--- config.mk ---
export PLATFORM = sky130hd
export DESIGN_NAME = mem_arbiter
export DESIGN_NICKNAME = d
export VERILOG_FILES = /design/src/rtl/mem_arbiter.sv
export SDC_FILE = /design/constraint.sdc
export NUM_CORES = 1
export LEC_CHECK = 0
export CORE_AREA = 2 2 205 207
export DETAILED_ROUTE_END_ITERATION = 7
export DIE_AREA = 0 0 207 209
export HOLD_SLACK_MARGIN = 0.15
export SLEW_MARGIN = 20
export SYNTH_ARGS = -nofsm -noshare
export SYNTH_HDL_FRONTEND = slang
export SYNTH_SLANG_ARGS = --single-unit
--- constraint.sdc ---
create_clock -name clock -period 4.8 [get_ports clock]
set_clock_uncertainty 0.05 [all_clocks]
set_input_delay 0.96 -clock clock [delete_from_list [all_inputs] [get_ports clock]]
set_output_delay 0.96 -clock clock [all_outputs]
set_load 0.02 [all_outputs]
--- src/rtl/mem_arbiter.sv ---
// rtl/mem_arbiter.sv - arbitrates fetch and LSU onto the tagged memory port and routes tagged returns to their owner.
module mem_arbiter #(
    parameter int TAG_W        = 4,
    parameter int STARVE_LIMIT = 4,
    parameter int MAX_IF_OUT   = 4
) (
    input  logic              clock,
    input  logic              reset,
    input  logic              if_req_valid,
    input  logic [63:0]       if_req_addr,
    output logic              if_grant,
    output logic              if_resp_valid,
    output logic [63:0]       if_resp_data,
    input  logic              dm_req_valid,
    input  logic [1:0]        dm_req_cmd,
    input  logic [63:0]       dm_req_addr,
    input  logic [63:0]       dm_req_data,
    output logic              dm_grant,
    output logic              dm_resp_valid,
    output logic [63:0]       dm_resp_data,
    input  logic              flush,
    output logic [1:0]        proc2mem_command,
    output logic [63:0]       proc2mem_addr,
    output logic [63:0]       proc2mem_data,
    input  logic [TAG_W-1:0]  mem2proc_response,
    input  logic [63:0]       mem2proc_data,
    input  logic [TAG_W-1:0]  mem2proc_tag,
    output logic              err_tag
);

    localparam int NTAG = 2 ** TAG_W;
    localparam int SC_W = $clog2(STARVE_LIMIT + 1);
    localparam int CNT_W = $clog2(MAX_IF_OUT + 1);
    localparam logic [SC_W-1:0]  SC_MAX = SC_W'(STARVE_LIMIT);
    localparam logic [CNT_W-1:0] IF_MAX = CNT_W'(MAX_IF_OUT);

    localparam logic [1:0] CMD_NONE = 2'b00;
    localparam logic [1:0] CMD_LOAD = 2'b01;

    typedef enum logic [1:0] {
        O_FREE  = 2'd0,
        O_FETCH = 2'd1,
        O_DATA  = 2'd2,
        O_STALE = 2'd3
    } owner_e;

    // Entry 0 is never written: tag 0 means "no tag".
    owner_e owner_q [NTAG];
    owner_e owner_d [NTAG];

    logic [SC_W-1:0]  starve_cnt, starve_d;
    logic [CNT_W-1:0] if_out_cnt, if_out_d;
    logic             err_d;

    logic   fetch_elig, fetch_win, data_win, accepted;
    logic   ret_valid, load_acc, cnt_inc, cnt_dec;
    owner_e ret_owner;

    always_comb begin
        fetch_elig = if_req_valid & ~flush & (if_out_cnt < IF_MAX);
        fetch_win  = fetch_elig & (~dm_req_valid | (starve_cnt == SC_MAX));
        data_win   = dm_req_valid & ~fetch_win;
        accepted   = (mem2proc_response != '0);
        ret_valid  = (mem2proc_tag != '0);
        ret_owner  = owner_q[mem2proc_tag];
    end

    // Every output is gated by reset so an asynchronous reset silences the port immediately.
    always_comb begin
        proc2mem_command = CMD_NONE;
        proc2mem_addr    = '0;
        proc2mem_data    = '0;
        if_grant         = 1'b0;
        dm_grant         = 1'b0;
        if_resp_valid    = 1'b0;
        if_resp_data     = '0;
        dm_resp_valid    = 1'b0;
        dm_resp_data     = '0;
        if (reset) begin
            if (fetch_win) begin
                proc2mem_command = CMD_LOAD;
                proc2mem_addr    = if_req_addr;
                if_grant         = accepted;
            end else if (data_win) begin
                proc2mem_command = dm_req_cmd;
                proc2mem_addr    = dm_req_addr;
                proc2mem_data    = dm_req_data;
                dm_grant         = accepted;
            end
            // A fetch return racing a flush is already stale.
            if (ret_valid && ret_owner == O_FETCH && !flush) begin
                if_resp_valid = 1'b1;
                if_resp_data  = mem2proc_data;
            end
            if (ret_valid && ret_owner == O_DATA) begin
                dm_resp_valid = 1'b1;
                dm_resp_data  = mem2proc_data;
            end
        end
    end

    always_comb begin
        load_acc = dm_grant & (dm_req_cmd == CMD_LOAD);
        cnt_inc  = if_grant;
        cnt_dec  = ret_valid & ((ret_owner == O_FETCH) | (ret_owner == O_STALE));
        if_out_d = if_out_cnt + CNT_W'(cnt_inc) - CNT_W'(cnt_dec);
        err_d    = err_tag | (ret_valid & (ret_owner == O_FREE));

        starve_d = starve_cnt;
        if (!fetch_elig || if_grant) begin
            starve_d = '0;
        end else if (data_win && starve_cnt != SC_MAX) begin
            starve_d = starve_cnt + 1'b1;
        end

        // Return clears the old owner before a same-cycle accept claims the tag.
        owner_d = owner_q;
        for (int i = 0; i < NTAG; i++) begin
            if (flush && owner_q[i] == O_FETCH) begin
                owner_d[i] = O_STALE;
            end
        end
        if (ret_valid) begin
            owner_d[mem2proc_tag] = O_FREE;
        end
        if (if_grant) begin
            owner_d[mem2proc_response] = O_FETCH;
        end else if (load_acc) begin
            owner_d[mem2proc_response] = O_DATA;
        end
    end

    always_ff @(posedge clock or negedge reset) begin
        if (!reset) begin
            for (int i = 0; i < NTAG; i++) begin
                owner_q[i] <= O_FREE;
            end
            starve_cnt <= '0;
            if_out_cnt <= '0;
            err_tag    <= 1'b0;
        end else begin
            owner_q    <= owner_d;
            starve_cnt <= starve_d;
            if_out_cnt <= if_out_d;
            err_tag    <= err_d;
        end
    end

endmodule

==> flow_results.org <==
** Finish
- Compared with the post-synthesis result, the final layout area differs by 134%.
- Ratio of cells with drive above 1 in the final layout :: around a fifth
- Register cell area after layout :: 976 sq um
- After filler insertion, the fill cell instance count of the layout stands at approximately 4400.
- Area of combinational cells with multiple inputs :: about 0.0035 sq mm
- The finished cells cover 0.0114 sq mm.
- For this run, the share of the core covered by cells in the final layout is roughly 28%.
- Number of nets at the end of the flow :: ~1400

** Die
- Number of top-level pins :: approximately 530
- Placeable core region :: between 0.04 and 0.05 sq mm
- Number of placement rows :: 75
- Die height :: between 200 and 250 um
- The floorplan step set the die width to approximately 210 um.
- Initial Utilization :: a little under an eighth
- The die covers about 0.043 sq mm.

** Logic synthesis
- Counting flops with a built-in enable in the synthesized netlist gives 0.
- Flops & latches, synth :: 39
- Most used DFF post-synth :: dfrtp_1
- Post-Synthesis Cells :: approximately 560
- In this run the mean area of a mapped cell was roughly 8.7 sq um.
- Counting flops with an async set or reset pin after synthesis yields a share of 100%.
- The number of nets in the synthesized netlist is 840.
- Counting distinct cell types in the post-synthesis netlist gives 61.
- Cell area after technology mapping :: roughly 0.0049 sq mm
- Fraction of the yosys area taken by sequential cells :: roughly a fifth
- For this run, the number of Yosys warnings is 0.

** Worst setup path
- STA classifies the critical path endpoint as an output port.
- By startpoint and endpoint, the worst setup path is classified as input pin to output port.
- STA classifies the critical path startpoint as an input pin.
- On the worst path, the slowest cell contributes a delay of approximately 0.65 ns.
- For the worst setup path, the data required time is 3.79 ns.
- Crit path cell chain :: clkdlybuf4s50_1 -> or3b_1 -> buf_4 -> nor3_4 -> buf_12 -> a22o_1 -> clkdlybuf4s50_1
- Crit-path slowest cell :: clkdlybuf4s50_1
- CP arrival :: about 3.7 ns
- In this design, the critical path's most frequently occurring cell is clkdlybuf4s50_1.
- In this run the worst path has a maximum fanout of 64.

** Run status
- The flow ran to the end, and the final reports show no timing, DRC or antenna violations.

** Clock tree
- The clock reaches the later pin of the worst-skew pair after ~0.28 ns.
- Clock Pin Slew Worst Setup and Hold Paths :: approximately 0.060 ns
- Number of clock sinks seen by CTS :: 39
- Number of levels the H-tree was split into :: 2
- In this run the deepest clock path goes through 2 buffers.
- Buffers inserted to repair hold after CTS numbered 0.
- TritonCTS built the clock tree.
- Counting the buffers created by CTS gives 5.
- CTS placed an instance of clkbuf_16 at the clock tree root.

** STA
- Time the final worst path needs with I/O delays and setup :: between 4 and 5 ns
- Normalized max-slew margin :: 52.0%
- Summed negative setup slack over all endpoints :: 0 ns
- The tightest hold path in the finished design has a slack of roughly 0.37 ns.
- RSZ-0062 raised after global routing :: no
- Max-slew violations :: 0
- The total count of hold-check failures in the final report came to 0.
- Timing would allow up to roughly 210 MHz.
- Final cycle utilization of the critical path :: a little over nine tenths
- Actual transition at the worst max-transition pin :: 0.719 ns
- Setup violations remaining at the end of the flow were counted as 0.

** Place
- In this run the cell area measured after placement is 0.0111 sq mm.
- PortBufs :: 533
- Routability-driven placement finished with a final weighted congestion of 0.905.
- Detailed placement ended at an HPWL of 42500 um.

** GRT
- Sum of overflow across all layers after global routing :: 0
- Entering global routing, the biggest net connects a little over 80 pins.
- First-pass GRT wire length :: around 62000 um
- Total routing resource utilization after global routing :: about a fifth
- Vias in the first global route :: 6685
- Antenna violations before repair :: 12

** Detailed routing
- Post-detailed-route via-to-cell ratio :: roughly 4.1
- Count of routing violations after the opening detailed-route iteration :: 458
- For this run, design rule violations remaining after detail routing come to 0.
- Per-cell routed wire length :: about 29 um
- The first detailed-routing pass ran for 5 iterations.
- WL final :: between 40000 and 50000 um
- Remaining antenna violation count :: 0
- Via count :: 6730

** Power
- Across the VDD grid, the largest voltage drop is between 0.00015 and 0.0002 V.
- Leakage power :: between 5 and 6 nW
- In this run the power density over the cells is 182 mW/mm^2.

** Run
- Across the run, the number of max-cap violations was 0.

** Worst hold path
- Hold/Removal Path Class :: flip-flop to flip-flop
-- cell type report --
| class | count | area share (%) |
|---|---|---|
| timing repair buffer | 566 | 52.7 |
| multi-input combinational | 467 | 30.9 |
| sequential | 39 | 8.55 |
| tap | 539 | 5.91 |
| clock buffer | 6 | 1.22 |
| inverter | 10 | 0.329 |
| clock inverter | 2 | 0.307 |
| antenna | 7 | 0.153 |
-- per-layer routing --
layer  GRT usage [%]  wire [um]  up-vias
li1                -          -     3029
met1            26.5      20400     3268
met2            31.6      20600      417
met3            12.7       6800       14
met4            1.23        187        2
met5               0         13        -
-- Yosys cell counts (all sizes together) (2+ instances only) --
library cell | instances | area share, %
a21o | 2 | 0.31
a21oi | 30 | 3.1
a22o | 65 | 12
a22oi | 2 | 0.31
a31oi | 5 | 0.64
a32o | 4 | 0.82
and2 | 131 | 17
buf | 37 | 6.9
clkbuf | 12 | 0.92
dfrtp | 39 | 20
ha | 4 | 1.0
inv | 10 | 0.77
mux2 | 3 | 0.77
mux2i | 7 | 1.4
mux4 | 4 | 1.8
nand2 | 32 | 2.5
nand2b | 5 | 0.64
nand3 | 10 | 1.0
nand4 | 3 | 0.38
nor2 | 24 | 1.8
nor2b | 74 | 16
nor3 | 6 | 1.2
nor4 | 3 | 0.69
o21a | 7 | 1.1
o21ai | 14 | 1.4
o22a | 5 | 0.92
o22ai | 5 | 0.77
o31ai | 2 | 0.31
or2 | 2 | 0.26
xnor2 | 2 | 0.36
-- logic make-up (layout without fill, tap and decap cells) --
family | count (synthesis) | in the layout | synth area share, %
other cells | 0 | 7 | 0
compound gates | 152 | 152 | 23.6
buf+inv | 59 | 584 | 8.61
fa+ha+maj | 5 | 5 | 1.43
simple gates | 293 | 294 | 42.0
mux | 14 | 14 | 4.05
xor+xnor | 2 | 2 | 0.359
flops | 39 | 39 | 20.0
-- cell usage in the layout (no fill, tap or decap), types with 5 or more instances in the layout --
| master | n |
|---|---|
| clkdlybuf4s50_1 | 390 |
| nor2b_2 | 10 |
| a21oi_1 | 30 |
| dfrtp_1 | 39 |
| mux2i_1 | 7 |
| a22o_1 | 65 |
| buf_12 | 46 |
| dlymetal6s2s_1 | 42 |
| diode_2 | 7 |
| nand2_1 | 31 |
| buf_4 | 86 |
| nor2b_1 | 24 |
| a31oi_1 | 5 |
| clkbuf_16 | 5 |
| nand2b_1 | 5 |
| o21a_1 | 7 |
| nor2b_4 | 40 |
| o21ai_0 | 12 |
| nor2_1 | 23 |
| inv_1 | 10 |
| nand3_1 | 10 |
| and2_1 | 131 |
-- worst max-delay path, delay by kind of cell --
kind	cells	cell delay, ns
simple gates	2	0.62
compound gates	1	0.27
buf+inv	4	1.75
-- path summary, 6_finish.rpt --
kind / from / to / cells after the start / slack, ns
setup / recovery: if_req_valid / proc2mem_addr[26] / 7 / 0.10
hold / removal: owner_q[30]$_DFF_PN0_ / owner_q[30]$_DFF_PN0_ / 0 / 0.37
setup reg to reg: owner_q[2]$_DFF_PN0_ / if_out_cnt[2]$_DFF_PN0_ / 11 / 2.18
hold reg to reg: owner_q[30]$_DFF_PN0_ / owner_q[30]$_DFF_PN0_ / 0 / 0.37
max in group asynchronous: reset / if_out_cnt[0]$_DFF_PN0_ / 3 / 3.46
min in group asynchronous: reset / err_tag$_DFF_PN0_ / 2 / 0.55
-- stage by stage --
stage / std cells / total power [mW] / worst slack, ns
finish: 1636 / 2.07 / 0.100
CTS: 1626 / 2.08 / 0.0124
global placement: 1616 / 1.68 / -0.131
floorplan: 564 / 0.982 / 1.29
global route: 1632 / 2.17 / 0.0113
detailed placement: 1616 / 1.68 / -0.164
-- power by group --
part	leakage [nW]	internal (mW)	switching [mW]
registers	0.519	0.393	0.0518
clock network	0.0869	0.259	0.136
logic	4.61	0.638	0.597
-- flip-flops by register name, summed over array words and instances (netlist names) --
signal      flops
starve_cnt      3
owner_q        32
err_tag         1
if_out_cnt      3
-- what timing repair did --
item                                    in CTS  in global routing
pin swaps                                    1                  0
cloned                                       1                  0
gates resized for setup                      0                 43
buffers inserted                             1                  3
endpoints found under the setup margin      83                115
hold endpoints to repair                     0                  0
No activity file was read; power rests on OpenSTA's default activity.
